## config.mk

```make
export PLATFORM = sky130hd
export DESIGN_NAME = std_mem_copy_d1_flat
export DESIGN_NICKNAME = d
export VERILOG_FILES = /design/src/rtl/std_mem_copy_pkg.sv /design/src/rtl/std_mem_copy_d1_if.sv /design/src/rtl/std_mem_copy_d1.sv /design/src/flat_wrapper.sv
export SDC_FILE = /design/constraint.sdc
export NUM_CORES = 1
export LEC_CHECK = 0
export ABC_AREA = 0
export BUFFER_PORTS_ARGS = -buffer_cell sky130_fd_sc_hd__clkbuf_2
export CORE_AREA = 2 2 69 71
export CTS_BUF_LIST = sky130_fd_sc_hd__clkbuf_4
export DETAILED_ROUTE_END_ITERATION = 10
export DIE_AREA = 0 0 71 73
export MAX_ROUTING_LAYER = met4
export PLACE_DENSITY_LB_ADDON = 0.25
export SYNTH_ARGS = -nofsm -noshare
export SYNTH_HDL_FRONTEND = slang
export SYNTH_SLANG_ARGS = --single-unit
```

## constraint.sdc

```tcl
create_clock -name clk -period 3.1 [get_ports clk]
set_clock_uncertainty 0.2 [all_clocks]
set_input_delay 0.155 -clock clk [delete_from_list [all_inputs] [get_ports clk]]
set_output_delay 0.155 -clock clk [all_outputs]
set_load 0.01 [all_outputs]
```

## src/rtl/std_mem_copy_pkg.sv

```systemverilog
// Shared types for the 1-D memory copy engine: FSM state encoding.
package std_mem_copy_pkg;

  localparam int unsigned STATE_W = 3;

  // READ is only reachable when STD_MEM_COPY_REG_READ_EN is defined.
  typedef enum logic [STATE_W-1:0] {
    IDLE  = 3'd0,
    READ  = 3'd1,
    WRITE = 3'd2,
    WAIT  = 3'd3,
    FIN   = 3'd4
  } state_e;

endpackage

```

## src/rtl/std_mem_copy_d1_if.sv

```systemverilog
// Bus bundle of the copy engine: go/len/done control plus source and destination memory ports.
interface std_mem_copy_d1_if #(
  parameter int unsigned WIDTH    = 32,
  parameter int unsigned IDX_SIZE = 4
);

  logic                go;
  logic [IDX_SIZE:0]   len;
  logic                done;
  logic [IDX_SIZE-1:0] src_addr0;
  logic [WIDTH-1:0]    src_read_data;
  logic [IDX_SIZE-1:0] dst_addr0;
  logic [WIDTH-1:0]    dst_write_data;
  logic                dst_write_en;
  logic                dst_done;

  // master: the copy engine; slave: controller and memories around it
  modport master (
    input  go, len, src_read_data, dst_done,
    output done, src_addr0, dst_addr0, dst_write_data, dst_write_en
  );

  modport slave (
    output go, len, src_read_data, dst_done,
    input  done, src_addr0, dst_addr0, dst_write_data, dst_write_en
  );

endinterface

```

## src/rtl/std_mem_copy_d1.sv

```systemverilog
// Copies len words from a combinational-read source memory to a destination memory.
// Define STD_MEM_COPY_REG_READ_EN to register source data in a READ state before each write.
module std_mem_copy_d1
  import std_mem_copy_pkg::*;
#(
  parameter int unsigned WIDTH    = 32,
  parameter int unsigned SIZE     = 16,
  parameter int unsigned IDX_SIZE = 4
) (
  input  logic              clk,
  input  logic              reset,
  std_mem_copy_d1_if.master bus
);

  localparam int unsigned LEN_W = IDX_SIZE + 1;

`ifdef STD_MEM_COPY_REG_READ_EN
  localparam state_e FIRST_ST = READ;
`else
  localparam state_e FIRST_ST = WRITE;
`endif

  state_e              state_q, state_d;
  logic [IDX_SIZE-1:0] idx_q, idx_d;
  logic [LEN_W-1:0]    len_q, len_d;
  logic [LEN_W-1:0]    len_clamped;
  logic                last_idx;
  logic [WIDTH-1:0]    wr_data;

  assign len_clamped = (bus.len > LEN_W'(SIZE)) ? LEN_W'(SIZE) : bus.len;
  assign last_idx    = (LEN_W'(idx_q) == (len_q - LEN_W'(1)));

`ifdef STD_MEM_COPY_REG_READ_EN
  logic [WIDTH-1:0] data_q, data_d;

  assign data_d  = (state_q == READ) ? bus.src_read_data : data_q;
  assign wr_data = data_q;

  always_ff @(posedge clk or posedge reset) begin
    if (reset) data_q <= '0;
    else       data_q <= data_d;
  end
`else
  assign wr_data = bus.src_read_data;
`endif

  // State, index and latched length registers
  always_ff @(posedge clk or posedge reset) begin
    if (reset) begin
      state_q <= IDLE;
      idx_q   <= '0;
      len_q   <= '0;
    end else begin
      state_q <= state_d;
      idx_q   <= idx_d;
      len_q   <= len_d;
    end
  end

  // Next-state and index/length update
  always_comb begin
    state_d = state_q;
    idx_d   = idx_q;
    len_d   = len_q;
    case (state_q)
      IDLE: begin
        if (bus.go) begin
          len_d   = len_clamped;
          idx_d   = '0;
          state_d = (len_clamped == '0) ? FIN : FIRST_ST;
        end
      end
`ifdef STD_MEM_COPY_REG_READ_EN
      READ:  state_d = WRITE;
`endif
      WRITE: state_d = WAIT;
      WAIT: begin
        if (bus.dst_done) begin
          if (last_idx) begin
            state_d = FIN;
          end else begin
            idx_d   = idx_q + IDX_SIZE'(1);
            state_d = FIRST_ST;
          end
        end
      end
      FIN:     state_d = IDLE;
      default: state_d = IDLE;
    endcase
  end

  // Moore output decode; source data reaches the destination only in WRITE
  always_comb begin
    bus.done           = 1'b0;
    bus.dst_write_en   = 1'b0;
    bus.src_addr0      = '0;
    bus.dst_addr0      = '0;
    bus.dst_write_data = '0;
    case (state_q)
`ifdef STD_MEM_COPY_REG_READ_EN
      READ: bus.src_addr0 = idx_q;
`endif
      WRITE: begin
        bus.src_addr0      = idx_q;
        bus.dst_addr0      = idx_q;
        bus.dst_write_en   = 1'b1;
        bus.dst_write_data = wr_data;
      end
      WAIT: begin
        bus.src_addr0 = idx_q;
        bus.dst_addr0 = idx_q;
      end
      FIN:     bus.done = 1'b1;
      default: ;
    endcase
  end

endmodule

```

## src/flat_wrapper.sv

```systemverilog
// flat-port wrapper written by rule: the top's interface ports become plain ports
module std_mem_copy_d1_flat import std_mem_copy_pkg::*;
#(
  parameter int unsigned WIDTH    = 32,
  parameter int unsigned SIZE     = 16,
  parameter int unsigned IDX_SIZE = 4
)
  (clk, reset, bus_go, bus_len, bus_src_read_data, bus_dst_done, bus_done, bus_src_addr0, bus_dst_addr0, bus_dst_write_data, bus_dst_write_en);
  std_mem_copy_d1_if #(.WIDTH(WIDTH), .IDX_SIZE(IDX_SIZE)) bus_i ();
  input  logic clk;
  input  logic reset;
  input wire logic [$bits(bus_i.go)-1:0] bus_go;
  input wire logic [$bits(bus_i.len)-1:0] bus_len;
  input wire logic [$bits(bus_i.src_read_data)-1:0] bus_src_read_data;
  input wire logic [$bits(bus_i.dst_done)-1:0] bus_dst_done;
  output wire logic [$bits(bus_i.done)-1:0] bus_done;
  output wire logic [$bits(bus_i.src_addr0)-1:0] bus_src_addr0;
  output wire logic [$bits(bus_i.dst_addr0)-1:0] bus_dst_addr0;
  output wire logic [$bits(bus_i.dst_write_data)-1:0] bus_dst_write_data;
  output wire logic [$bits(bus_i.dst_write_en)-1:0] bus_dst_write_en;
  assign bus_i.go = bus_go;
  assign bus_i.len = bus_len;
  assign bus_i.src_read_data = bus_src_read_data;
  assign bus_i.dst_done = bus_dst_done;
  assign bus_done = bus_i.done;
  assign bus_src_addr0 = bus_i.src_addr0;
  assign bus_dst_addr0 = bus_i.dst_addr0;
  assign bus_dst_write_data = bus_i.dst_write_data;
  assign bus_dst_write_en = bus_i.dst_write_en;
  std_mem_copy_d1 #(.WIDTH(WIDTH), .SIZE(SIZE), .IDX_SIZE(IDX_SIZE)) u_core (.clk(clk), .reset(reset), .bus(bus_i));
endmodule
```

==> summary.txt <==
GRT
  – Vias in the first global route: 1,050
  – Initial antenna violation count: 0
  – Total gr overflow: 0
  – First-pass GRT wire length: 4836 um
  – Largest net degree at the start of global routing: 36
  – Total Routing Usage GR: a little under an eighth

Critical path
  – Flop2flop setup slack: about 0.9 ns
  – Critical Path End Type: flop
  – WP data arrival: around 2.2 ns
  – Crit path max fanout: 34
  – R2R depth: 5
  – CP Data Required Time: 3.07 ns
  – Critical R2R Launch: u_core.state_q[0]$_DFFE_PP0P_
  – Setup crit start kind: flop
  – Reg-to-Reg End: u_core.idx_q[2]$_DFFE_PP0P_
  – Kind of critical path: reg2reg

Routing
  – Metal2 WL: roughly 1500 um
  – DRC: 0
  – Routed Antenna Nets: 0
  – Via-to-Cell Ratio: 4.733
  – DR WL met3: 304 um
  – DRT iter0 DRCs: 42
  – DRT met1 WL: 1284 um
  – Detailed-route wire length: between 3000 and 4000 um
  – Via count: 1,278
  – Detailed-route wire length per cell: roughly 12 um
  – Drt pass-1 iters: 4
  – Top Metal Used: met3

Floorplan
  – Die ar.: 5183 um^2
  – Starting Density: a little under a quarter
  – Core area: 4536 um^2
  – Rows: 25
  – Die width: a little over 70 um
  – Die Ht: 73 um
  – IO Pins: 83

Timing
  – Final min period: 2.220 ns
  – Post-Route Setup TNS: 0 ns
  – Slew HR: 56.93%
  – Final Max Slew Viols: 0
  – RSZ-0062 raised after global routing: no
  – Final hold vios: 0
  – Final setup viols: 0
  – Crit share post-route: slightly above 70%
  – Max Fclk: between 0.4 and 0.5 GHz
  – Worst-Margin Slew: 0.6453 ns

Hold path
  – Worst hold path type: in2reg
  – Worst Min Path Start: bus_go
  – Hold path endpoint: u_core.state_q[1]$_DFFE_PP0P_
  – Hold depth: 3

Synthesis
  – Leading area contributor after synthesis: dfrtp_1
  – Area contributors post-synth: dfrtp_1 28%, and3_1 19%, buf_4 3.5%
  – Netlist cell types: 41
  – Post-synth ARST share: 100.0%
  – Syn Nets: 176
  – YS warnings: 0
  – Seq/Total Area, Yosys: 28.17%
  – Most frequent cell after synthesis: and3_1
  – Syn_area_per_cell: between 8 and 9 um^2
  – Cells after Synth: 133
  – Post-synth EDFFs: 0
  – Yosys top cell area share: between 20% and 30%
  – Prevailing post-synth register cell: dfrtp_1
  – Register bit total from synthesis: 12
  – Mapped cell area: approximately 1100 um^2
  – Post-synth top cells: 32 x and3_1, 12 x dfrtp_1, 8 x nand2_1, 8 x nor2_1

Placement
  – IO Port Bufs: 82
  – Dpl hpwl: 2521 um
  – Placed cells: about 260
  – Placer congestion estimate: 0.8156

Clock tree
  – Worst-Skew Late Latency: around 0.27 ns
  – Reg clk slew, reported paths: ~0.08 ns
  – TritonCTS clock tree: yes
  – CTS Sinks: 12
  – Max Root-Sink Buffers: 2
  – CTS buffer count: 3
  – Root Driver: clkbuf_4
  – H-Tree Depth: 1

Power and ir drop
  – Power Dens Cells: ~900 nW/um^2
  – Sw frac: approximately half
  – Clock network power share: roughly 7.0%
  – Comb pwr share: between 70% and 80%
  – Lkg Pwr: 0.9224 nW
  – Switching power: between 700 and 800 uW
  – Flop pwr share: a little under a quarter
  – Total chip power: approximately 1.5 mW
  – Maximum VDD drop: roughly 0.41 mV
  – P_int: 742.4 uW

Job
  – # Max-Cap Violations: 0

Finish
  – ANT cells: 0
  – Fin cells: 270
  – Nets: 260
  – Area delta synth->final: 49.06%
  – Share of layout cells above drive strength 1: between 40% and 50%

Outcome
  – Outcome: finished clean
==> state kept, by name, summed over array words and instances, names as in the netlist <==
register and flops:
u_core.len_q 5, u_core.idx_q 4, u_core.state_q 3
==> timing repair <==
action | 4_1_cts | 5_1_grt
resized for setup | 0 | 0
buffers inserted | 0 | 0
hold endpoints to repair | 19 | 0
hold buffers | 9 | 0
==> placed cells by master (no fill, tap or decap), types with 3 or more instances in the layout <==
cell type      synthesis  routed
clkbuf_2               1      82
and3_1                32      32
dfrtp_1               12      12
dlygate4sd3_1          0       9
nand2_1                8       8
nor2_1                 8       8
inv_1                  6       6
nor3_1                 5       5
xor2_1                 4       4
nand2b_1               4       4
o21ai_0                4       4
a21oi_1                3       3
and2_1                 3       3
clkbuf_4               0       3
==> worst max-delay path: stages (launching register included) <==
cell     delay [ns]
dfrtp_1        0.46
inv_1          0.35
nor2_1         0.50
nand2_1        0.13
a221o_1        0.31
a21o_1         0.17
==> metal layers <==
layer | vias up | track usage, %
met3 | 0 | 3.453
li1 | 644 | -
met1 | 555 | 14.49
met2 | 79 | 20.25
met4 | 0 | 1.258
met5 | - | -
==> kinds of logic (layout without fill, tap and decap cells) <==
group                    Yosys count  after routing  synth area share, %
buffers and inverters             19            102                9.506
flip-flops                        12             12                28.17
AND/OR/NAND/NOR                   73             73                39.91
XOR/XNOR                           5              5                4.108
AO/OA/AOI/OAI                     21             21                14.91
adder cells (fa/ha/maj)            2              2                2.347
multiplexers                       1              1                1.056
==> how the worst max path moves through the flow <==
| stage | startpoint | end | slack (ns) | cells after the start |
|---|---|---|---|---|
| after floorplan | u_core.len_q[0]$_DFFE_PP0P_ | u_core.idx_q[2]$_DFFE_PP0P_ | 1.04 | 8 |
| after global placement | u_core.state_q[0]$_DFFE_PP0P_ | u_core.idx_q[2]$_DFFE_PP0P_ | 0.92 | 5 |
| after detailed placement | u_core.state_q[0]$_DFFE_PP0P_ | u_core.idx_q[2]$_DFFE_PP0P_ | 0.90 | 5 |
| after CTS | u_core.state_q[0]$_DFFE_PP0P_ | u_core.idx_q[2]$_DFFE_PP0P_ | 0.89 | 5 |
| after global routing | u_core.state_q[0]$_DFFE_PP0P_ | u_core.idx_q[2]$_DFFE_PP0P_ | 0.59 | 5 |
| final | u_core.state_q[0]$_DFFE_PP0P_ | u_core.idx_q[2]$_DFFE_PP0P_ | 0.88 | 5 |
==> power groups by stage <==
stage                     registers [mW]  clock network [mW]  logic, mW
after floorplan                    0.296                   0      0.762
after global routing               0.351               0.118       1.13
after CTS                          0.336               0.106       1.02
final                              0.334               0.102       1.02
after detailed placement           0.339                   0       1.01
after global placement             0.338                   0       1.02
==> final cells by class <==
cell class                 instances  area [um^2]
clock inverter                     1        3.754
sequential                        12        300.3
fill                             491         2947
inverter                           6        22.52
timing repair buffer              92        508.0
tap                               54        67.56
multi-input combinational        102        664.4
clock buffer                       3        22.52
==> through the flow <==
step                area, um^2  worst slack [ns]  util [%]  hold WS (ns)
floorplan                 1066             1.040         -       -0.1803
global placement          1473            0.9192     32.47      -0.01567
detailed placement        1473            0.8981     32.47     -0.009391
CTS                       1589            0.8851     35.03       0.06127
global route              1589            0.5871     35.03       0.08634
finish                    1589            0.8801     35.03       0.08422
(Power assumes the default switching activity.)
